**src/rtl/press_decode_pkg.sv**
```systemverilog
// Shared types and default timing for the press-count decoder.
// Optional feature macro: LONG_PRESS_EN (adds the long-press abort path).
package press_decode_pkg;

  // System clock the default timing constants are derived from.
  localparam int CLK_HZ = 12_000_000;

  // 10 ms of stable input accepts a level change.
  localparam int DEF_DEBOUNCE_CYCLES = CLK_HZ / 100;

  // Roughly 0.7 s of quiet after the last release closes a sequence.
  localparam int DEF_GAP_CYCLES = 2 ** 23;

  // 2 s held high counts as a long press.
  localparam int DEF_LONG_CYCLES = 2 * CLK_HZ;

  // Decoder sequencing states. ABORT is reachable only with LONG_PRESS_EN.
  typedef enum logic [2:0] {
    IDLE    = 3'd0,
    PRESSED = 3'd1,
    GAP     = 3'd2,
    DONE    = 3'd3,
    ABORT   = 3'd4
  } state_t;

endpackage : press_decode_pkg

```
**src/rtl/input_debouncer.sv**
```systemverilog
// Two-flop synchroniser followed by a stable-sample debouncer.
// Emits the debounced level plus one-cycle rise/fall pulses that are
// high in the first cycle of the new level.
module input_debouncer #(
  parameter int DEBOUNCE_CYCLES = 120000
) (
  input  logic clk,
  input  logic rst_n,
  input  logic din,
  output logic level,
  output logic rise,
  output logic fall
);

  localparam int CW = (DEBOUNCE_CYCLES > 1) ? $clog2(DEBOUNCE_CYCLES) : 1;
  localparam logic [CW-1:0] CNT_LAST = CW'(DEBOUNCE_CYCLES - 1);

  logic          sync1_q;
  logic          sync2_q;
  logic          level_q;
  logic          rise_q;
  logic          fall_q;
  logic [CW-1:0] cnt_q;

  // Bring the asynchronous input into the clk domain.
  // NOTE: non-blocking assignments make both flops sample the old value on
  // the same edge; blocking ones would collapse the chain into one flop.
  always_ff @(posedge clk or negedge rst_n) begin
    if (!rst_n) begin
      sync1_q <= 1'b0;
      sync2_q <= 1'b0;
    end else begin
      sync1_q <= din;
      sync2_q <= sync1_q;
    end
  end

  // Accept a new level only after DEBOUNCE_CYCLES consecutive differing samples.
  // NOTE: every state flop here is reset; an unreset counter would let a
  // power-up glitch toggle the level before the first real press.
  always_ff @(posedge clk or negedge rst_n) begin
    if (!rst_n) begin
      cnt_q   <= '0;
      level_q <= 1'b0;
      rise_q  <= 1'b0;
      fall_q  <= 1'b0;
    end else begin
      rise_q <= 1'b0;
      fall_q <= 1'b0;
      if (sync2_q != level_q) begin
        if (cnt_q == CNT_LAST) begin
          cnt_q   <= '0;
          level_q <= ~level_q;
          rise_q  <= ~level_q;
          fall_q  <= level_q;
        end else begin
          cnt_q <= cnt_q + 1'b1;
        end
      end else begin
        cnt_q <= '0;
      end
    end
  end

  assign level = level_q;
  assign rise  = rise_q;
  assign fall  = fall_q;

endmodule : input_debouncer

```
**src/rtl/press_count_decoder.sv**
```systemverilog
// Decodes a burst of presses into a count. After a quiet gap the final
// count is published on count_out with a one-cycle count_valid strobe.
// Optional feature macro: LONG_PRESS_EN -- a press held for LONG_CYCLES
// pulses long_press and abandons the sequence without a strobe.
module press_count_decoder
  import press_decode_pkg::*;
#(
  parameter int CNT_W           = 4,
  parameter int DEBOUNCE_CYCLES = DEF_DEBOUNCE_CYCLES,
  parameter int GAP_CYCLES      = DEF_GAP_CYCLES
`ifdef LONG_PRESS_EN
  ,
  parameter int LONG_CYCLES     = DEF_LONG_CYCLES
`endif
) (
  input  logic             clk,
  input  logic             rst_n,
  input  logic             pulse_in,
  output logic [CNT_W-1:0] count_out,
  output logic             count_valid,
  output logic             overflow,
  output logic             busy
`ifdef LONG_PRESS_EN
  ,
  output logic             long_press
`endif
);

  localparam int GAP_W = $clog2(GAP_CYCLES + 1);
  localparam logic [GAP_W-1:0] GAP_LAST = GAP_W'(GAP_CYCLES - 1);
  localparam logic [CNT_W-1:0] CNT_MAX  = '1;
  localparam logic [CNT_W-1:0] CNT_ONE  = CNT_W'(1);

`ifdef LONG_PRESS_EN
  localparam int LONG_W = $clog2(LONG_CYCLES + 1);
  localparam logic [LONG_W-1:0] LONG_LAST = LONG_W'(LONG_CYCLES - 1);
  logic [LONG_W-1:0] held_cnt_q;
  logic              long_press_q;
`endif

  logic             rise;
  logic             fall;
  logic             level_unused;

  state_t           state_q;
  logic [CNT_W-1:0] press_cnt_q;
  logic             ovf_q;
  logic [GAP_W-1:0] gap_cnt_q;
  logic [CNT_W-1:0] count_out_q;
  logic             overflow_q;
  logic             count_valid_q;

  input_debouncer #(
    .DEBOUNCE_CYCLES(DEBOUNCE_CYCLES)
  ) u_debouncer (
    .clk  (clk),
    .rst_n(rst_n),
    .din  (pulse_in),
    .level(level_unused),
    .rise (rise),
    .fall (fall)
  );

  // Sequence FSM with press/gap counters and registered result outputs.
  // The result is loaded on the edge that enters DONE so the strobe is
  // high for exactly the DONE cycle.
  always_ff @(posedge clk or negedge rst_n) begin
    if (!rst_n) begin
      state_q       <= IDLE;
      press_cnt_q   <= '0;
      ovf_q         <= 1'b0;
      gap_cnt_q     <= '0;
      count_out_q   <= '0;
      overflow_q    <= 1'b0;
      count_valid_q <= 1'b0;
`ifdef LONG_PRESS_EN
      held_cnt_q    <= '0;
      long_press_q  <= 1'b0;
`endif
    end else begin
      count_valid_q <= 1'b0;
`ifdef LONG_PRESS_EN
      long_press_q  <= 1'b0;
`endif
      case (state_q)
        IDLE: begin
          if (rise) begin
            state_q     <= PRESSED;
            press_cnt_q <= CNT_ONE;
            ovf_q       <= 1'b0;
`ifdef LONG_PRESS_EN
            held_cnt_q  <= '0;
`endif
          end
        end

        PRESSED: begin
          if (fall) begin
            state_q   <= GAP;
            gap_cnt_q <= '0;
`ifdef LONG_PRESS_EN
          end else if (held_cnt_q == LONG_LAST) begin
            state_q      <= ABORT;
            long_press_q <= 1'b1;
          end else begin
            held_cnt_q <= held_cnt_q + 1'b1;
`endif
          end
        end

        GAP: begin
          // A rise coinciding with the timeout extends the sequence.
          if (rise) begin
            state_q <= PRESSED;
`ifdef LONG_PRESS_EN
            held_cnt_q <= '0;
`endif
            if (press_cnt_q == CNT_MAX) begin
              ovf_q <= 1'b1;
            end else begin
              press_cnt_q <= press_cnt_q + 1'b1;
            end
          end else if (gap_cnt_q == GAP_LAST) begin
            state_q       <= DONE;
            count_out_q   <= press_cnt_q;
            overflow_q    <= ovf_q;
            count_valid_q <= 1'b1;
          end else begin
            gap_cnt_q <= gap_cnt_q + 1'b1;
          end
        end

        DONE: begin
          // A rise here is dropped; the level is already high, so the next
          // sequence needs a full release and a fresh press.
          state_q <= IDLE;
        end

`ifdef LONG_PRESS_EN
        ABORT: begin
          if (fall) begin
            state_q <= IDLE;
          end
        end
`endif

        default: begin
          state_q <= IDLE;
        end
      endcase
    end
  end

  assign count_out   = count_out_q;
  assign count_valid = count_valid_q;
  assign overflow    = overflow_q;
  assign busy        = (state_q != IDLE);
`ifdef LONG_PRESS_EN
  assign long_press  = long_press_q;
`endif

endmodule : press_count_decoder

```
**config.mk**
```make
export PLATFORM = sky130hd
export DESIGN_NAME = press_count_decoder
export DESIGN_NICKNAME = d
export VERILOG_FILES = /design/src/rtl/press_decode_pkg.sv /design/src/rtl/input_debouncer.sv /design/src/rtl/press_count_decoder.sv
export SDC_FILE = /design/constraint.sdc
export NUM_CORES = 1
export LEC_CHECK = 0
export CORE_MARGIN = 5
export CORE_UTILIZATION = 40
export DETAILED_ROUTE_END_ITERATION = 16
export SLEW_MARGIN = 30
export SYNTH_ARGS = -nofsm -noshare
export SYNTH_HDL_FRONTEND = slang
export SYNTH_SLANG_ARGS = --single-unit
```
**constraint.sdc**
```tcl
create_clock -name clk -period 3 [get_ports clk]
set_input_delay 0.75 -clock clk [delete_from_list [all_inputs] [get_ports clk]]
set_output_delay 0.75 -clock clk [all_outputs]
set_load 0.03 [all_outputs]
```
======== After elaboration in Yosys (flattened, before gate mapping) ========
Index checks and enable logic that the tools add are counted.
cells by class
  add/sub/neg operators ................... 3
  equality and inequality tests ........... 14
  multiplexer cells ....................... 26
  bitwise gates (word level) .............. 2
  reduce and logical (&&, ||, !) cells .... 10
operators by type and width
  operator               count
  $mux 24                3
  $pmux 24 s2            1
  $mux 17                2
  $add 24x1->24 const B  1
  $eq 24x23->1 const B   1
  $add 17x1->17 const B  1
  $eq 17x17->1 const B   1
  $mux 3                 4
  $mux 4                 3
  $reduce_and 4->1       3
  $mux 1                 10
  $pmux 3 s3             1
  $ne 2x2->1 const B     4
  $pmux 4 s2             1
  $ne 2x1->1 const B     3
  $reduce_and 3->1       2
  $add 4x1->4 const B    1
  $eq 4x4->1 const B     1
  $reduce_bool 2->1      2
  $eq 3x1->1 const B     1
  $eq 3x2->1 const B     1
  $logic_not 3->1        1
  $ne 3x2->1 const B     1
  $reduce_bool 3->1      1
  4 further kinds        5
word-level totals
  flip-flop bits (word level) ............. 60
  input bits .............................. 3
  output and inout port bits .............. 7
  logic and storage cells ................. 68

======== Longest topological paths before layout ========
  depth in word-level cells ............... 4
  depth in mapped cells ................... 7
  depth with buffers taken out ............ 6

======== Cells and area by module ========
Synthesis repeated with hierarchy kept, for this count alone.
second synthesis, totals
  cells, all modules ...................... 309
  area, all modules ....................... 3109.2 sq um
modules (own cells, without submodules)
  module               times used  cells an instance  area each (sq um)  seq. area each (sq um)
  press_count_decoder  1           215                2074.5             925.9
  input_debouncer      1           94                 1034.7             550.5

======== Worst setup path before layout ========
OpenSTA, ideal clock, no wires.
  path type ............................... register to register
  from .................................... register gap_cnt_q[8]
  to ...................................... register gap_cnt_q[14]
  library setup time ...................... 119 ps
  arrival ................................. 1975 ps
  data required time ...................... 2881 ps
  setup slack ............................. 906 ps
  cell stages (with the launch flop) ...... 7
  path buffers ............................ 1
  period minus slack after synthesis ...... 2094 ps
  cells stage by stage .................... dfrtp_1 nand4_4 or4b_4 or3_4 buf_6 a31o_1 o21a_1
on the way
  longest elaborated chain between the ends .. 4
  elaborated cells on any way between the ends .. 7
  classes of those cells .................. add/sub: 1; eq/ne: 2; mux: 3; reduce/logical: 1
RTL lines
  element                 line                        source
  from (decl)             press_count_decoder.sv:48   logic [GAP_W-1:0] gap_cnt_q;
  from (signal assigned)  press_count_decoder.sv:129  gap_cnt_q <= gap_cnt_q + 1'b1;
  $add 24x1->24           press_count_decoder.sv:129
  $mux 24                 press_count_decoder.sv:123  end else if (gap_cnt_q == GAP_LAST) begin
  $mux 24                 press_count_decoder.sv:113  if (rise) begin
  $pmux 24 s2             press_count_decoder.sv:85   case (state_q)
Parallel ways exist; a longest one is shown, timed or not. The select of a mux whose other input is x is not followed.
A chain may end at the register's enable or synchronous reset.

======== Final worst setup path ========
  from .................................... register state_q[1]
  to ...................................... output busy
on the way
  longest elaborated chain between the ends .. 1
RTL lines
  element                 line                        source
  from (decl)             press_count_decoder.sv:45   state_t state_q;
  from (signal assigned)  press_count_decoder.sv:69   state_q <= IDLE;
  from (signal assigned)  press_count_decoder.sv:88   state_q <= PRESSED;
  from (signal assigned)  press_count_decoder.sv:99   state_q <= GAP;
  $reduce_bool 3->1       press_count_decoder.sv:157  assign busy = (state_q != IDLE);
  to (decl)               press_count_decoder.sv:22   output logic busy
No other way between the ends.

==> impl_metrics.csv <==
group,metric,value,unit
worst_setup_path,cp_max_fo,8,
place,dp_hpwl,4720,um
routing,vias_per_cell,5.62,
sta,relSlewSlack,45.5,%
synthesis,postSynth.asyncResetShare,100,%
worst_setup_path,cp.required,2.25,ns
sta,drv_slew,0,
sta,final-setup-viol-count,0,
routing,wl,6940,um
power,switching_share,20.2,%
floorplanning,rows,32,
sta,fin_crit_sh,81.9,%
floorplanning,die_y,98.3,um
place,post-place-ws,0.691,ns
routing,drtIter0Drc,120,
clock_network,cts_hold_buf,0,
synthesis,netlist_area,3120,um2
sta,worst_slack,0.544,ns
power,peakVddDrop,368,uV
finish,layout_common_cells,"dfrtp_1, nand2_1, nor2_1",
finish,n_antenna_cell,0,
sta,hold_violations,0,
worst_hold_path,hold_class,"register to register",
finish,syn_to_final_growth,14.0,%
routing,drc,0,
worst_setup_path,arrival,1.71,ns
worst_setup_path,endpoint_kind,"primary output",
worst_setup_path,criticalPathCategory,"register to primary output",
synthesis,synth_top_area_share,47.4,%
clock_network,clockBufferDepth,2,
synthesis,ys_top_cells_by_area,"dfrtp_1, nand2_1, nor2_1, nand3_1, mux2_2",
power,power_density,487,nW/um2
place,gp_congestion,0.806,
synthesis,synth_edf_count,0,
floorplanning,fp.dieW,98.3,um
clock_network,clock_latency,0.33,ns
clock_network,clkSinkCount,59,
synthesis,syn_avg_cell_area,9.50,um2
worst_setup_path,critPathTopFamily,"buffers and inverters",
run_status,status,"completed",
synthesis,synth_flop_cell,"dfrtp_1",
clock_network,cts-root-buf,"clkbuf_8",
worst_setup_path,crit_chain,"or2_2 > clkdlybuf4s50_1",
global_routing,antenna_found_initial,0,
sta,rsz0062_at_grt,"false",
synthesis,netlist_instances,328,
sta,period_needed,2.46,ns
synthesis,yosysSeqAreaShare,47.4,%
power,combPwrFrac,1.7,%
sta,fin_skew,0.0124,ns
global_routing,grt_overflow_total,0,
floorplanning,num_io_pins,10,
job,cap_violations,0,
finish,final_common_cell,"dfrtp_1",
clock_network,clk_pin_slew,0.08,ns
clock_network,htree_levels,3,
synthesis,ys_ff_latch,59,
power,seqPwrFrac,46.5,%
sta,setup_tns,0,ns
clock_network,cts_setup_buffers,0,
synthesis,yosysWarnings,0,
finish,nets,347,
clock_network,cts_buffers,9,
sta,fmax,407,MHz
power,p_leak,0.00149,uW
power,p_int,1380,uW
worst_setup_path,cp_num_buf_inv,1,
floorplanning,initial_core_util,40.8,%
synthesis,synth_nets,334,
routing,drtPass1Iterations,4,
global_routing,grt_pass1_vias,2428,
worst_setup_path,max_stage_delay,0.60,ns
routing,drtAntennaViolNets,0,
global_routing,grt_max_degree,36,
power,clkPwrFrac,51.8,%
finish,drive_above_1_share,11.3,%
synthesis,synth_top_area_cell,"dfrtp_1",
routing,via_count,2510,
floorplanning,fp.coreArea,7650,um2
sta,worst_pin_slew,0.811,ns
routing,wire_per_inst,15.5,um
clock_network,cts_resized,0,
global_routing,track_usage,15.2,%
power,p_sw,350,uW
global_routing,grt_pass1_wl,11900,um
worst_setup_path,start_kind,"register",
floorplanning,die_area,9660,um2
worst_setup_path,critPathSlowestCell,"clkdlybuf4s50_1",
clock_network,cts_tree,"done",
place,numPortBuffers,9,
synthesis,yosysUniqueCellTypes,52,
==> worst paths after layout <==
check | start | end | slack (ns) | cells past startpoint
max reg2reg | gap_cnt_q[8] | count_out[1] | 0.66 | 5
min reg2reg | u_debouncer.sync1_q | u_debouncer.sync2_q | 0.37 | 0
max | state_q[1] | busy | 0.54 | 2
min in group asynchronous | rst_n | gap_cnt_q[18] | 0.42 | 2
max in group asynchronous | rst_n | u_debouncer.cnt_q[6] | 2.19 | 2
min | u_debouncer.sync1_q | u_debouncer.sync2_q | 0.37 | 0
==> sequential cells by signal, indices dropped and copies added, names as in the netlist, 2 cells and up <==
register and flops:
u_debouncer.cnt_q 17, state_q 2, count_out 4, gap_cnt_q 24, press_cnt_q 4
==> worst register-to-register path: stages (launching register included) <==
cell     delay (ns)
dfrtp_1        0.48
nand4_4        0.16
or4b_4         0.60
nor3_4         0.38
nand2_1        0.27
mux2_2         0.34
==> Yosys cell counts, drive strengths merged, types with 2 or more instances <==
cell / number
dfrtp: 59
nor3b: 3
or2: 3
a32oi: 3
nor2: 31
nand2b: 3
a21oi: 10
a31o: 3
a41oi: 2
and2: 6
ha: 3
or4: 2
xor2: 7
mux2: 7
inv: 9
o211ai: 5
nand3: 21
nand2: 36
a22o: 2
nand4: 13
o311ai: 7
a31oi: 11
and3: 6
xnor2: 9
or4b: 2
nor3: 15
or3: 6
nor2b: 2
o21ai: 13
clkbuf: 11
and4: 4
==> final cells by class <==
type,instances,area (um2)
multi-input cells,248,1550
flip-flops and latches,59,1480
inverters,9,33.8
well taps,102,128
clock buffers,11,141
repair buffers,14,123
fillers,743,4090
clock inverters,4,98.8
==> power by group through the flow <==
stage / sequential (uW) / combinational (uW) / clock, uW
5_1_grt: 804 / 35.3 / 954
2_1_floorplan: 818 / 8.19 / 0
3_3_place_gp: 819 / 30.5 / 0
4_1_cts: 804 / 31.2 / 919
6_report: 804 / 29.1 / 896
3_5_place_dp: 819 / 31.3 / 0
==> layer usage <==
| layer | part of all wire (%) | GRT usage, % | wire length, um |
|---|---|---|---|
| met4 | 1.7 | 5.88 | 117 |
| met2 | 47 | 24.2 | 3240 |
| met5 | 0 | 0 | 0 |
| met1 | 48 | 20.6 | 3360 |
| met3 | 3.3 | 2.64 | 229 |
==> per-stage QoR <==
stage / util, % / area [um2] / power, uW / cells / hold slack, ns
floorplan: - / 3120 / 827 / 328 / 0.331
global placement: 43.3 / 3310 / 850 / 432 / 0.344
detailed placement: 43.3 / 3310 / 850 / 432 / 0.342
CTS: 46.5 / 3550 / 1750 / 447 / 0.377
global route: 46.5 / 3550 / 1790 / 447 / 0.393
finish: 46.5 / 3550 / 1730 / 447 / 0.370
==> cells by family after synthesis <==
logic type,synth area share (%)
flip-flops,47.4
AO/OA/AOI/OAI,14.6
multiplexers,2.85
AND/OR/NAND/NOR,26.7
buffers and inverters,2.81
adder cells (fa/ha/maj),1.20
XOR/XNOR,4.50
No activity file was read; power rests on OpenSTA's default activity.
